$ cat config.mk
export PLATFORM = sky130hd
export DESIGN_NAME = dsm_cic_decimator
export DESIGN_NICKNAME = d
export VERILOG_FILES = /design/src/rtl/dsm_cic_decimator.sv
export SDC_FILE = /design/constraint.sdc
export NUM_CORES = 1
export LEC_CHECK = 0
export BUFFER_PORTS_ARGS = -buffer_cell sky130_fd_sc_hd__buf_2
export CAP_MARGIN = 20
export CORE_MARGIN = 8
export CORE_UTILIZATION = 35
export CTS_BUF_LIST = sky130_fd_sc_hd__clkbuf_4
export CTS_CLUSTER_DIAMETER = 80
export DETAILED_ROUTE_END_ITERATION = 8
export GPL_ROUTABILITY_DRIVEN = 0
export GPL_TIMING_DRIVEN = 0
export HOLD_SLACK_MARGIN = 0.06
export PLACE_DENSITY = 0.51
export SETUP_SLACK_MARGIN = 0.05
export SLEW_MARGIN = 15
export SYNTH_ARGS = -nofsm -noshare
export SYNTH_HDL_FRONTEND = slang
export SYNTH_SLANG_ARGS = --single-unit
export TNS_END_PERCENT = 20
$ cat constraint.sdc
create_clock -name i_clk -period 14.85 [get_ports i_clk]
set_input_delay 3.7125 -clock i_clk [delete_from_list [all_inputs] [get_ports i_clk]]
set_output_delay 3.7125 -clock i_clk [all_outputs]
set_load 0.005 [all_outputs]
$ cat src/rtl/dsm_cic_decimator.sv
// dsm_cic_decimator: CIC decimator that turns a 1-bit delta-sigma stream into signed samples.
// Ports: i_clk, i_rst (sync, active high), i_en/i_bitstream (bit in), o_data/o_valid (sample out).
module dsm_cic_decimator #(
  parameter int DATA_WIDTH  = 16,
  parameter int DECIM_RATIO = 64,
  parameter int ORDER       = 3
) (
  input  logic                         i_clk,
  input  logic                         i_rst,
  input  logic                         i_en,
  input  logic                         i_bitstream,
  output logic signed [DATA_WIDTH-1:0] o_data,
  output logic                         o_valid
);

  localparam int LOG2R     = $clog2(DECIM_RATIO);
  localparam int ACC_WIDTH = ORDER * LOG2R + 2;
  localparam int SHIFT     = ORDER * LOG2R - (DATA_WIDTH - 1);
  localparam int PW        = (ORDER > 1) ? $clog2(ORDER) : 1;

  typedef logic signed [ACC_WIDTH-1:0] acc_t;

  localparam acc_t SAT_HI = {{(ACC_WIDTH-DATA_WIDTH+1){1'b0}},
                             {(DATA_WIDTH-1){1'b1}}};
  localparam acc_t SAT_LO = ~SAT_HI;

  acc_t             integ     [ORDER];
  acc_t             integ_nxt [ORDER];
  acc_t             dly       [ORDER];
  acc_t             comb      [ORDER+1];
  acc_t             x;
  acc_t             samp;
  acc_t             scaled;
  logic [LOG2R-1:0] cnt;
  logic [PW-1:0]    prime_cnt;
  logic             primed;
  logic             comb_go;
  logic             capture;
  logic signed [DATA_WIDTH-1:0] sat;

  assign x       = i_bitstream ? acc_t'(1) : '1;
  assign capture = i_en && (&cnt);

  // Integrators ripple within the cycle so the capture sees this bit.
  always_comb begin
    integ_nxt[0] = integ[0] + x;
    for (int k = 1; k < ORDER; k++) begin
      integ_nxt[k] = integ[k] + integ_nxt[k-1];
    end
  end

  always_comb begin
    comb[0] = samp;
    for (int k = 0; k < ORDER; k++) begin
      comb[k+1] = comb[k] - dly[k];
    end
  end

  always_comb begin
    scaled = comb[ORDER] >>> SHIFT;
    if (scaled > SAT_HI) begin
      sat = SAT_HI[DATA_WIDTH-1:0];
    end else if (scaled < SAT_LO) begin
      sat = SAT_LO[DATA_WIDTH-1:0];
    end else begin
      sat = scaled[DATA_WIDTH-1:0];
    end
  end

  always_ff @(posedge i_clk) begin
    if (i_rst) begin
      for (int k = 0; k < ORDER; k++) begin
        integ[k] <= '0;
        dly[k]   <= '0;
      end
      samp      <= '0;
      cnt       <= '0;
      prime_cnt <= '0;
      primed    <= 1'b0;
      comb_go   <= 1'b0;
      o_data    <= '0;
      o_valid   <= 1'b0;
    end else begin
      o_valid <= 1'b0;
      comb_go <= capture;
      if (i_en) begin
        integ <= integ_nxt;
        cnt   <= cnt + 1'b1;
      end
      if (capture) begin
        samp <= integ_nxt[ORDER-1];
      end
      if (comb_go) begin
        for (int k = 0; k < ORDER; k++) begin
          dly[k] <= comb[k];
        end
        // The first ORDER outputs still carry start-up transient.
        if (primed) begin
          o_valid <= 1'b1;
          o_data  <= sat;
        end else if (prime_cnt == PW'(ORDER - 1)) begin
          primed <= 1'b1;
        end else begin
          prime_cnt <= prime_cnt + 1'b1;
        end
      end
    end
  end

endmodule
Yosys cells after proc, flatten, opt, wreduce, memory -nomap -nowiden. Memories as Yosys holds them, arrays and structs flattened. Index checks and enable logic that the tools add are counted.

Bits in registers: 107. Bits in latches: 0. Bits in writable memories: 60. ROM bits: 0. Bits of input ports: 4. Output and inout port bits: 17. Logic and storage cells: 47. Memories kept: 1.

Add/subtract/negate cells: 8. Multiply operators: 0. Div/mod/pow operators: 0. $lt $le $gt $ge: 2. Equality and inequality tests: 1. Shift operators: 0. Multiplexer cells: 14. Bitwise logic cells: 6. Reduce and logical (&&, ||, !) cells: 5.

Memories: dly (words 3, width 20, rd ports 3, clocked after memory_dff 0, write ports 3, line 29) `acc_t dly [ORDER];`.

Operators by type and width (count): 20-bit two-way mux (4); 20-bit adder (3); 20-bit subtractor (3); 16-bit two-way mux (2); 17-bit by 16-bit > comparator with 1-bit output (second input constant) (1); 17-bit by 16-bit < comparator with 1-bit output (second input constant) (1); 1-bit two-way mux (8); 6-bit by 1-bit adder with 6-bit output (second input constant) (1); 6-bit AND reduction (1); 1-bit inverter (3); 1-bit OR (3); 3-bit AND reduction (1); 2-bit by 1-bit adder with 2-bit output (second input constant) (1); 2-bit == test (second input constant) (1); 2-bit AND reduction (1); 2-bit OR reduction (1); 1-bit logical AND (1).

Longest topological paths before layout. Gate-level depths: netlist (run 1).

Depth after elaboration: 6. Mapped depth: 30. Mapped depth without buffers: 29.

Worst setup path after synthesis (run 1). OpenSTA, ideal clock, no wires.

Path kind: input-to-reg. Start point: input i_bitstream. End point: register samp[19]. Library setup time: 0.091 ns. Arrival time: 8.889 ns. Data required time: 14.759 ns. Path slack: 5.870 ns. Stages: 27. Buffers on the path: 0. Cells stage by stage: inv_1 -> ha_1 -> nor2b_1 -> o21a_1 -> o21ai_1 -> a311oi_1 -> o31a_1 -> o21a_1 -> nor2_1 -> xnor2_1 -> ha_1 -> nand2_1 -> nor2_1 -> a21oi_1 -> nand3b_1 -> a21oi_1 -> xnor2_1 -> ha_1 -> a21o_1 -> a21o_1 -> or3_1 -> a211oi_2 -> nor3_1 -> nand3b_1 -> and3_1 -> or3_1 -> a311oi_1.

RTL lines: start: declaration (line 11) `input logic i_bitstream,`; end signal: assignment (line 91) `samp <= integ_nxt[ORDER-1];`; end: declaration (line 32) `acc_t samp;`.

==> results of run 1 <==
-- cell usage in the layout (no fill, tap or decap), types with 6 or more instances in the layout --
master	n
nand4_1	7
a31oi_1	18
clkbuf_1	25
ha_1	114
nor2_1	136
nand3_1	22
a211oi_1	10
a21o_1	26
maj3_1	6
dfxtp_1	107
inv_1	93
xnor2_1	66
and2_1	58
or2_2	7
clkbuf_4	18
buf_1	7
nand2b_1	12
mux2i_1	46
nand2_1	95
o21bai_1	10
a21oi_1	90
edfxtp_1	60
o21a_1	19
o21ai_1	7
nor3_1	26
nor2b_1	11
or3_1	10
xor2_1	23
o21ai_0	51
and3_1	15
buf_2	19
a21boi_0	7
-- critical path: cells and delay by family --
family / cells / cell delay [ns]
adders and majority gates: 3 / 1.10
and+or+nand+nor: 8 / 1.56
xor gates and xnor gates: 2 / 0.44
AOI/OAI and AO/OA: 10 / 2.55
buffers and inverters: 2 / 0.75
-- final timing paths --
check / end / slack, ns / depth (start not counted)
setup / recovery: samp[19] / 5.19 / 25
hold / removal: o_data[4] / 0.46 / 2
setup reg to reg: o_data[1] / 8.43 / 29
hold reg to reg: o_data[4] / 0.46 / 2
-- where the power goes --
| part | leakage (nW) | internal, mW | switching, mW |
|---|---|---|---|
| sequential | 1.44 | 0.532 | 0.0308 |
| combinational | 3.81 | 0.521 | 0.705 |
| clock | 0.162 | 0.107 | 0.184 |
-- area by class of cell --
cell class	count	area, um2	area share
multi-input combinational	990	7030	0.565
sequential	167	3940	0.317
tap	442	553	0.0445
inverter	94	353	0.0284
clock inverter	14	165	0.0133
buffer	34	136	0.0110
clock buffer	18	135	0.0109
timing repair buffer	19	118	0.00946
antenna	1	2.50	0.000201
-- flip-flops by register name, summed over array words and instances (netlist names) --
signal     cells
cnt            6
o_data        16
o_valid        1
samp          20
primed         1
integ         60
prime_cnt      2
comb_go        1
dly           60
-- cell families after synthesis --
logic type | Yosys count
xor+xnor | 92
mux | 46
compound gates | 307
flops | 167
buf+inv | 128
simple gates | 419
fa+ha+maj | 126
-- routing by layer --
metal  GRT usage  vias up
met1       0.148     4050
li1            -     4641
met5           0        -
met3      0.0256       22
met2       0.248       80
met4      0.0293        2
==> impl_results.md, run 1 <==
- Final Max Slew Viols: 0
- Most instantiated cells after synthesis: 136 x nor2_1, 114 x ha_1, 107 x dfxtp_1, 95 x nand2_1, 93 x inv_1
- Post-synthesis async set-or-reset flop share: 0
- WL final: 25000 um
- Slowest cell on the critical path: inv_1
- Hold buffers post-CTS: 0
- Worst Setup End Kind: flop
- EDFF count, synth: 60
- Drt pass-1 iters: 4
- Drt drc: 0
- Synth area leaders: dfxtp_1 19%, edfxtp_1 16%, ha_1 12%, xnor2_1 5.0%, nor2_1 4.5%
- Largest net degree at the start of global routing: 50
- CP most frequent cell: ha_1
- 1st-iter DRT viols: roughly 320
- Die Y: 197 um
- Max frequency: 104 MHz
- Crit path max fanout: 20
- Row count: 66
- Sequential area share after synthesis: 0.344
- Finished Core Util: 0.384
- Fin crit period: 9.66 ns
- Die width: a little under 200 um
- Clock skew: between 0.02 and 0.03 ns
- Maximum vdd drop: between 0.06 and 0.07 mV
- H-Tree Depth: 4
- Worst Min Path Start: o_data[4]
- Non-Filler Instances: 1779
- Leakage power: ~5.4 nW
- Syn_area_per_cell: 8.92 um2
- Place WS: 4.64 ns
- Max layer used: met5
- Critical path's largest stage delay: roughly 0.58 ns
- Clk sinks: between 150 and 200
- Synth Area in XOR/XNOR: 0.0736
- Simple-gate area share of the yosys netlist: 0.177
- Post-Synthesis Cells: 1285
- DR WL met3: between 700 and 800 um
- # fillers: about 3400
- Worst Setup SP: i_bitstream
- Outcome: completed
- Pwr Total: 2.08 mW
- DIE AREA: a little under 40000 um2
- Num CTS Buffers: 17
- RSZ-0062 raised after global routing: false
- Yosys reg bits: about 170
- Hold_ws: 0.455 ns
- Number of global-route vias before repair: approximately 8600
- Hold crit path type: reg2reg
- Worst r2r src: samp[0]
- Synth Area in Compound Gates: 0.183
- Root Buffer Master: clkbuf_4
- Placement Cell Area: roughly 12000 um2
- Most common cell in the netlist: nor2_1
- Slack of the critical path: 5.19 ns
- Vias per cell: about 4.9
- Grt ovf: 0
- WL met1: ~11000 um
- Setup TNS: 0 ns
- Worst relative slew slack: 0.408
- CTS tree: yes
- CP required: approximately 15 ns
- Crit share post-route: 0.650
- Startpoint types: input port
- Max cap viols: 0
- Resize count post-CTS: 0
- Slew @ Worst Pin: 0.888 ns
- I/O pin count: 21
- YS warnings: 0
- PortBufs: 18
- Multiplexer share of the synthesized area: 0.0402
- Crit path DAT: between 10 and 15 ns
- Post-CTS setup buffers: 0
- Initial Util: 0.354
- First-pass GRT wire length: slightly above 40000 um
- HPWL after DPL: 19600 um
- Initial antenna violation count: 2
- Net Count, Synth: around 1400
- Final setup viols: 0
- Main combinational cell family by area after synthesis: compound AO/OA/AOI/OAI gates
- Clk buf depth: 2
- Routed wl met2: approximately 13000 um
- Yosys cell types: 82
- P&R area growth vs syn: 8.52%
- Synth Area in Adders: 0.139
- Synth top area share: 0.187
- PwrDens: roughly 170 nW/um2
- Core area: 32400 um2
- Main synth FF type: dfxtp_1
- Placed insts: 1746
- # nets final: around 1400
- Average wire per standard cell: 14.1 um
- Fin area: roughly 12000 um2
- Post-Syn Area: ~11000 um2
- Worst-path clk slew: between 0.15 and 0.2 ns
- Yosys top cell by area: dfxtp_1
- All-Layer GR Usage: 0.131
- Crit Path Class: in2reg
- Vias: around 9000
- Share of cells above drive strength 1: 0.0681
- Hold Violations, Final: 0
- Detail Route Antenna Nets: 0
- Worst-skew pair later-pin latency: roughly 0.57 ns
No activity file was read; power rests on OpenSTA's default activity.
==> inputs of run 2 (changes only) <==
--- a/config.mk
+++ b/config.mk
@@ -15,7 +15,7 @@
 export GPL_ROUTABILITY_DRIVEN = 0
 export GPL_TIMING_DRIVEN = 0
 export HOLD_SLACK_MARGIN = 0.06
-export PLACE_DENSITY = 0.51
+export PLACE_DENSITY = 0.53
 export SETUP_SLACK_MARGIN = 0.05
 export SLEW_MARGIN = 15
 export SYNTH_ARGS = -nofsm -noshare
==> constraint.sdc (replaced) <==
create_clock -name i_clk -period 8.1 [get_ports i_clk]
set_input_delay 2.025 -clock i_clk [delete_from_list [all_inputs] [get_ports i_clk]]
set_output_delay 2.025 -clock i_clk [all_outputs]
set_load 0.005 [all_outputs]
==> run 2 against run 1 <==
Global-route usage is 0.060 points higher. Via count shrank 0.75%. Count of clock-buffer cells in the layout grew 1. Register-to-register slack worse by 6.7 ns. Critical endpoint unchanged.
==> impl_results.md, run 2 (same netlist as run 1, synthesis figures left out) <==
- Outcome: completed
- Pint: 2.06 mW (+78%)
- Seq pwr share: 0.279 (+0.008)
- Max frequency: about 130 MHz
- First-pass GRT wire length: 41800 um (+0.75%)
- Comb power frac: 0.598 (+0.009)
- CP most frequent cell: ha_1
- Leakage power: 5.38 nW (-0.52%)
- Largest net degree at the start of global routing: 61 (+22%)
- Critical Path Sink: samp[19]
- PwrDens: 299 nW/um2 (+79%)
- Vias per cell: 4.89 (-1.0%)
- Worst relative slew slack: 0.436 (+0.0283)
- Number of global-route vias before repair: 8790 (+2.1%)
- Reg2reg setup slack: 1.72 ns (-6.71 ns)
- Worst-path clk slew: 0.14 ns (-0.02 ns)
- Average wire per standard cell: 13.8 um (-1.5%)
- Worst Setup SP: i_bitstream
- Startpoint types: input port
- Drt pass-1 iters: 4 (unchanged)
- Critical path's largest stage delay: 0.43 ns (-0.15 ns)
- Biggest regs: dly: 60 flops, integ: 60 flops, samp: 20 flops
- Root Buffer Master: clkbuf_4
- Die Y: 197 um (unchanged)
- Die width: 197 um (unchanged)
- DIE AREA: 38800 um2 (unchanged)
- Slowest cell on the critical path: o41ai_1
- Setup TNS: 0 ns (unchanged)
- R2R cell count: 28 (-3.4%)
- Crit path max fanout: 7 (-65%)
- All-Layer GR Usage: 0.131 (+0.000598)
- R2r endpoint: o_data[1]
- # nets final: 1451 (+0.35%)
- Share of cells above drive strength 1: 0.0716 (+0.00347)
- CP required: 8.60 ns (-6.73 ns)
- Pwr Total: 3.71 mW (+78%)
- Fin crit period: 7.56 ns
- Clk buf depth: 2 (unchanged)
- Core area: 32400 um2 (unchanged)
- Final setup viols: 0 (unchanged)
- Most frequent cells in the layout: 136 x nor2_1, 114 x ha_1, 107 x dfxtp_1, 95 x nand2_1, 92 x inv_1
- Maximum vdd drop: 0.144 mV (+110%)
- 1st-iter DRT viols: 372 (+17%)
- Worst-skew pair later-pin latency: 0.58 ns (about the same)
- Detail Route Antenna Nets: 0 (unchanged)
- Clock skew: 0.0167 ns (-0.0119 ns)
- HPWL after DPL: 19200 um (-1.8%)
- CTS tree: yes
- PortBufs: 18 (unchanged)
- Crit share post-route: 0.934
- Worst r2r src: samp[0]
- WL final: 24700 um (-1.2%)
- Clk sinks: 167 (unchanged)
- Crit path DAT: 8.06 ns (-2.08 ns)
- Drt drc: 0 (unchanged)
- Slew @ Worst Pin: 0.846 ns (-0.0424 ns)
- Commonest non-fill, non-tap cell in the layout: nor2_1
- P&R area growth vs syn: 8.19%
- H-Tree Depth: 4 (unchanged)
- Row count: 66 (unchanged)
- Initial antenna violation count: 1 (-1)
- Crit Path Class: in2reg
- I/O pin count: 21 (unchanged)
- Num CTS Buffers: 17 (unchanged)
- Clock share of power: 0.123 (-0.017)
- Worst Setup End Kind: flop
- Hold Violations, Final: 0 (unchanged)
- Initial Util: 0.354 (unchanged)
- Grt ovf: 0 (unchanged)
- Switching share of power: 0.443 (+0.00140)
- Finished Core Util: 0.383 (-0.00116)
- NetSw: 1.64 mW (+79%)
- Final Max Slew Viols: 0 (unchanged)
- Hold crit path type: reg2reg
- RSZ-0062 raised after global routing: false
- Max cap viols: 0 (unchanged)
- Vias: 8729 (-0.75%)
==> run 2: area by class of cell <==
type	instances	area, um2
multi-input cells	990	7030
diodes	1	2.50
clock inverters	13	101
flip-flops and latches	167	3940
plain buffers	34	136
repair buffers	23	128
fillers	3381	20000
inverters	94	357
well taps	442	553
repair inverters	1	5.00
clock buffers	19	143
==> run 2: worst min path at each step <==
stage	from	end	slack, ns	depth (start not counted)
global route	o_data[10]	o_data[10]	0.49	2
finish	o_data[4]	o_data[4]	0.45	2
detailed placement	o_data[10]	o_data[10]	0.44	2
global placement	o_data[5]	o_data[5]	0.43	2
floorplan	samp[0]	samp[0]	0.44	2
CTS	o_data[4]	o_data[4]	0.46	2
==> run 2: repair_timing <==
| action | CTS | global route |
|---|---|---|
| hold buffers | 0 | 0 |
| setup buffers | 0 | 5 |
| endpoints found under the hold margin | 0 | 0 |
| setup endpoints to repair | 0 | 2 |
| resized for setup | 0 | 1 |
==> run 2: metal layers <==
metal	up-vias	share of wire	GRT usage
met3	19	0.023	0.0242
met5	-	0	0
li1	4651	-	-
met2	73	0.51	0.250
met1	3986	0.46	0.150
met4	0	0.011	0.0287
==> run 2: power by group through the flow <==
| stage | logic (mW) | clock network [mW] | registers [mW] |
|---|---|---|---|
| 2_1_floorplan | 1.81 | 0 | 1.04 |
| 3_3_place_gp | 2.18 | 0 | 1.05 |
| 3_5_place_dp | 2.21 | 0 | 1.05 |
| 4_1_cts | 2.22 | 0.484 | 1.03 |
| 5_1_grt | 2.52 | 0.512 | 1.05 |
| 6_report | 2.22 | 0.457 | 1.03 |
==> run 2: worst max-delay path, delay by kind of cell <==
family          cells  cell delay, ns
compound gates     10            2.55
simple gates        8            1.51
fa+ha+maj           3            0.92
buf+inv             3            0.64
xor+xnor            2            0.44
==> run 2: metrics by stage <==
step / hold WS [ns] / cells / setup slack [ns] / instance area [um2]
final: 0.451 / 1784 / 0.536 / 12400
after global routing: 0.485 / 1784 / 0.166 / 12400
after CTS: 0.459 / 1777 / 0.238 / 12300
after detailed placement: 0.437 / 1745 / -0.352 / 12100
after global placement: 0.430 / 1745 / -0.322 / 12100
after floorplan: 0.436 / 1285 / 0.808 / 11500
